$ cat src/rtl/debounce_pkg.sv
// Shared types for the debounce filter: FSM state encoding and counter sizing.
// Imported by debounce_filter.
package debounce_pkg;

    typedef enum logic [1:0] {S_LO, S_LO2HI, S_HI, S_HI2LO} deb_state_e;

    function automatic int cnt_w(input int stable_cyc);
        return $clog2(stable_cyc + 1);
    endfunction

endpackage

$ cat src/rtl/sync_chain.sv
// Multi-flop synchroniser for an asynchronous single-bit input, async-reset to RST_VAL.
// Shared with the edge-to-enable stages.
module sync_chain #(
    parameter int   STG     = 2,
    parameter logic RST_VAL = 1'b0
) (
    input  logic clk,
    input  logic rst,
    input  logic d,
    output logic q
);

    logic [STG-1:0] ff;

    always_ff @(posedge clk or posedge rst) begin
        if (rst) begin
            ff <= {STG{RST_VAL}};
        end else begin
            ff[0] <= d;
            for (int i = 1; i < STG; i++) ff[i] <= ff[i-1];
        end
    end

    assign q = ff[STG-1];

endmodule

$ cat src/rtl/debounce_filter.sv
// Synchronise a bouncy async input and accept level changes only after STABLE_CYC stable clocks.
// Optional rejected-transition counter enabled by DEBOUNCE_GLITCH_CNT_EN.
module debounce_filter
    import debounce_pkg::*;
#(
    parameter int   SYNC_STG   = 2,
    parameter int   STABLE_CYC = 16,
    parameter logic RST_VAL    = 1'b0,
    parameter int   GLITCH_W   = 8
) (
    input  logic                clk,
    input  logic                rst,
    input  logic                in_raw,
    output logic                out,
    output logic                rise,
    output logic                fall
`ifdef DEBOUNCE_GLITCH_CNT_EN
    ,
    output logic [GLITCH_W-1:0] glitch_cnt
`endif
);

    localparam int             CW       = cnt_w(STABLE_CYC);
    localparam logic [CW-1:0]  CNT_LAST = CW'(STABLE_CYC - 1);
    localparam deb_state_e     ST_RST   = RST_VAL ? S_HI : S_LO;

    if (SYNC_STG < 1 || STABLE_CYC < 1 || GLITCH_W < 1) begin : g_param_chk
        $error("debounce_filter: SYNC_STG, STABLE_CYC and GLITCH_W must all be >= 1");
    end

    logic          s;
    deb_state_e    state, state_nxt;
    logic [CW-1:0] cnt, cnt_nxt;
    logic          out_nxt, rise_nxt, fall_nxt;

    sync_chain #(.STG(SYNC_STG), .RST_VAL(RST_VAL)) u_sync (
        .clk (clk),
        .rst (rst),
        .d   (in_raw),
        .q   (s)
    );

    always_ff @(posedge clk or posedge rst) begin
        if (rst) begin
            state <= ST_RST;
            cnt   <= '0;
            out   <= RST_VAL;
            rise  <= 1'b0;
            fall  <= 1'b0;
        end else begin
            state <= state_nxt;
            cnt   <= cnt_nxt;
            out   <= out_nxt;
            rise  <= rise_nxt;
            fall  <= fall_nxt;
        end
    end

    // cnt holds how many consecutive cycles s has disagreed with the committed level.
    always_comb begin
        state_nxt = state;
        cnt_nxt   = cnt;
        out_nxt   = out;
        rise_nxt  = 1'b0;
        fall_nxt  = 1'b0;
        case (state)
            S_LO: begin
                if (s) begin
                    if (STABLE_CYC == 1) begin
                        state_nxt = S_HI;
                        out_nxt   = 1'b1;
                        rise_nxt  = 1'b1;
                        cnt_nxt   = '0;
                    end else begin
                        state_nxt = S_LO2HI;
                        cnt_nxt   = CW'(1);
                    end
                end
            end
            S_LO2HI: begin
                if (!s) begin
                    state_nxt = S_LO;
                    cnt_nxt   = '0;
                end else if (cnt == CNT_LAST) begin
                    state_nxt = S_HI;
                    out_nxt   = 1'b1;
                    rise_nxt  = 1'b1;
                    cnt_nxt   = '0;
                end else begin
                    cnt_nxt = cnt + CW'(1);
                end
            end
            S_HI: begin
                if (!s) begin
                    if (STABLE_CYC == 1) begin
                        state_nxt = S_LO;
                        out_nxt   = 1'b0;
                        fall_nxt  = 1'b1;
                        cnt_nxt   = '0;
                    end else begin
                        state_nxt = S_HI2LO;
                        cnt_nxt   = CW'(1);
                    end
                end
            end
            S_HI2LO: begin
                if (s) begin
                    state_nxt = S_HI;
                    cnt_nxt   = '0;
                end else if (cnt == CNT_LAST) begin
                    state_nxt = S_LO;
                    out_nxt   = 1'b0;
                    fall_nxt  = 1'b1;
                    cnt_nxt   = '0;
                end else begin
                    cnt_nxt = cnt + CW'(1);
                end
            end
            default: begin
                state_nxt = ST_RST;
                cnt_nxt   = '0;
            end
        endcase
    end

`ifdef DEBOUNCE_GLITCH_CNT_EN
    logic abort;

    assign abort = (state == S_LO2HI && !s) || (state == S_HI2LO && s);

    always_ff @(posedge clk or posedge rst) begin
        if (rst) begin
            glitch_cnt <= '0;
        end else if (abort && glitch_cnt != '1) begin
            glitch_cnt <= glitch_cnt + GLITCH_W'(1);
        end
    end
`endif

endmodule
$ cat config.mk
export PLATFORM = sky130hd
export DESIGN_NAME = debounce_filter
export DESIGN_NICKNAME = d
export VERILOG_FILES = /design/src/rtl/debounce_pkg.sv /design/src/rtl/sync_chain.sv /design/src/rtl/debounce_filter.sv
export SDC_FILE = /design/constraint.sdc
export NUM_CORES = 1
export LEC_CHECK = 0
export CAP_MARGIN = 40
export CORE_AREA = 4 4 41 43
export CTS_CLUSTER_SIZE = 10
export DETAILED_ROUTE_END_ITERATION = 6
export DIE_AREA = 0 0 45 47
export PLACE_DENSITY = 0.67
export SLEW_MARGIN = 10
export SYNTH_ARGS = -nofsm -noshare
export SYNTH_HDL_FRONTEND = slang
export SYNTH_SLANG_ARGS = --single-unit
$ cat constraint.sdc
create_clock -name clk -period 3.9 [get_ports clk]
set_input_delay 0.78 -clock clk [delete_from_list [all_inputs] [get_ports clk]]
set_output_delay 0.78 -clock clk [all_outputs]
set_load 0.1 [all_outputs]
==> flow_summary_export.csv <==
group,metric,value,unit
setup_path,r2r_slack,2300,ps
synth,yosys_register_bits,12,
timing,grt_setup_unrepaired,"false",
clock_tree,cts.reportedPaths.clkPinSlew,80,ps
synth,netlist_top_cells_count,"sky130_fd_sc_hd__dfrtp_1 (12), sky130_fd_sc_hd__nand3_1 (4), sky130_fd_sc_hd__inv_1 (3), sky130_fd_sc_hd__nand2_1 (3), sky130_fd_sc_hd__nor2_1 (3)",
power,fin_total_pwr,0.252,mW
global_route,grt_start_max_net_pins,13,
synth,synth_edf_count,0,
timing,fin_hold_ws,361,ps
global_route,grt_util_all_layers,12.1,%
synth,synth_top_cells_by_area,"sky130_fd_sc_hd__dfrtp_1 (55%), sky130_fd_sc_hd__nand3_1 (3.7%), sky130_fd_sc_hd__o2111ai_1 (3.2%)",
route,drt_drc_violations_left,0,
route,drt_iter0_markers,7,
power,power.static_leakage,0.316,nW
die,design.core.area,1300,µm²
clock_tree,cts.htree.levels,1,
timing,max_slew.worst_pin.slew,477,ps
synth,synth.top_cell.area_share,55.3,%
route,routed_wl,999,µm
clock_tree,clock_latency,270,ps
synth,proportion_of_register_bits_with_asynchronous_set_or_reset_after_synthesis,100,%
route,met1_length,515,µm
die,number_of_primary_i_o_pins,6,
route,detailroute.via_count,393,
worst_hold_path,timing.hold.worst_endpoint,"u_sync.ff[1]",
worst_hold_path,hp-start,"u_sync.ff[0]",
synth,synth.cell_area,543,µm²
global_route,first_global_vias,397,
route,uppermost_routed_layer,"met4",
setup_path,r2r.worst_path.cells,4,
timing,largest_clock_skew_in_the_final_design,3.98,ps
finish,nNetsFinal,65,
die,core.rowCount,13,
worst_hold_path,hold_path.class,"reg -> reg",
place,hpwlAfterDp,713,µm
setup_path,r2r_start,"cnt[0]",
finish,layout.core_utilization,52.9,%
die,die_height,47,µm
power,ir_worst_vdd,211,µV
power,pwr_density_cell,367,nW/µm²
synth,postSynth.topFlopCell,"sky130_fd_sc_hd__dfrtp_1",
die,die_w,45,µm
clock_tree,cts_hold_buf,0,
die,floorplan.initialDensity,41.7,%
timing,setup_total_negative_slack,0,ps
setup_path,kind_of_capture_point_of_the_worst_setup_path,"output pin",
clock_tree,maximum_buffer_depth_of_the_clock_tree,2,
clock_tree,root_buffer,"sky130_fd_sc_hd__clkbuf_4",
setup_path,cell_by_cell_trace_of_the_critical_path,"clkdlybuf4s50_1 > buf_8",
setup_path,crit_path_max_fanout,3,
route,met2_length,424,µm
setup_path,sort_of_element_at_the_start_of_the_critical_path,"flop",
place,buffer_ports.inserted,5,
setup_path,cpPeakStageDelay,530,ps
place,place.gp.congestion,0.763,
setup_path,critPathKind,"reg -> out",
setup_path,arrival,1380,ps
synth,syn-instance-count,49,
timing,max_clock_freq,463,MHz
synth,synth_nets,53,
clock_tree,postCtsSetupBuffers,0,
finish,final_layout_size_suffix_gt1_share,13.3,%
finish,synthToLayoutAreaGrowth,26.7,%
worst_hold_path,holdPathStages,0,
clock_tree,cts_made_buffers,3,
clock_tree,post_cts_resized,0,
setup_path,cpMaxStageDelayCell,"sky130_fd_sc_hd__clkdlybuf4s50_1",
clock_tree,clock-sinks,12,
timing,min_period_over_period,55.4,%
global_route,grt_overflow_total,0,
finish,final.fill_count,134,
route,avgViaCountPerCell,5.24,
global_route,number_of_antenna_violations_at_the_first_check_in_global_routing,0,
route,post_drt_wl_per_cell,13.3,µm
run,maxCapViolations,0,
synth,yosysWarnings,0,
run_status,outcome,"complete, no violations",
timing,worst_slew_margin_rel,68.1,%
timing,timing.final.max_slew_violations,0,
synth,synth.distinct_cells,26,
timing,finalCriticalPeriod,2160,ps
finish,antennaDiodeCount,0,
synth,yosys.cell_count.top_type,"sky130_fd_sc_hd__dfrtp_1",
global_route,grt_pass1_wl,1730,µm
timing,timing_hold_violations_final,0,
synth,syn_area_per_cell,11.1,µm²
synth,synth_area_leader_cell,"sky130_fd_sc_hd__dfrtp_1",
route,route.met3.wl,36,µm
setup_path,worst-endpoint-required,3120,ps
timing,setup_viol,0,
clock_tree,tritoncts_clock_tree,"done",
die,floorplan.die_area,2120,µm²
route,route.antenna.remaining_nets,0,
synth,synth_seq_area_share,55.3,%
route,detailedRoute.firstPassIterationCount,2,
## routing by layer
metal	track usage [%]	vias up
li1	-	198
met1	16.2	185
met2	15.8	6
met3	4.60	4
met4	8.77	0
met5	0	-
## cell families after synthesis
| logic type | share of synthesized area [%] |
|---|---|
| buffers and inverters | 2.99 |
| flip-flops | 55.3 |
| AO/OA/AOI/OAI | 17.5 |
| adder cells (fa/ha/maj) | 2.30 |
| multiplexers | 1.84 |
| XOR/XNOR | 3.23 |
| AND/OR/NAND/NOR | 16.8 |
## metrics by stage
stage          setup WS, ps  cell area [µm²]  instances
6_report               1740              688         75
5_1_grt                1690              688         75
4_1_cts                1730              688         75
3_5_place_dp           2040              652         71
3_3_place_gp           1640              607         68
2_1_floorplan          2210              543         49
## layout by cell type, fill, tap and decap left out, drive strengths merged
cell           count
a21o               2
or4                1
a211oi             1
mux2i              1
or2b               1
o41ai              1
xor2               1
a21oi              1
dfrtp             12
o21ai              1
clkbuf             4
and2               1
nand2              3
a2bb2oi            1
buf                3
nor4b              1
o2111ai            2
nand3              4
o211ai             1
nor2               3
nand2b             2
a21boi             1
o21bai             1
ha                 1
inv                3
xnor2              1
or3                1
clkdlybuf4s50      5
## registers in the layout, indices dropped and copies added, names as in the netlist, named ones only
signal	count
cnt	5
u_sync.ff	2
fall	1
out	1
rise	1
state	1
## final cells by class
type,instances,area (µm²),share of cell area (%)
timing repair buffer,8,95.1,13.8
multi-input combinational,33,226,32.9
clock buffer,4,36.3,5.27
sequential,12,300,43.6
tap,15,18.8,2.73
inverter,3,11.3,1.64
## report_power, final
part	switching, mW	internal (mW)	leakage, nW
Clock	0.0417	0.0567	0.0210
Sequential	0.00591	0.129	0.157
Combinational	0.00988	0.00877	0.137
Total	0.0575	0.195	0.316
## how the worst max path moves through the flow
stage	from	to	slack (ps)	depth (start not counted)
floorplan	out	out	2210	0
global placement	out	out	1640	1
detailed placement	out	out	2040	2
CTS	out	out	1730	2
global route	out	out	1690	2
finish	out	out	1740	2
## worst max-delay path: cells and delay by family (launching register included)
kind	cells	cell delay, ps
buffers and inverters	2	730
flip-flops	1	370
Power figures use the tool's default switching activity.
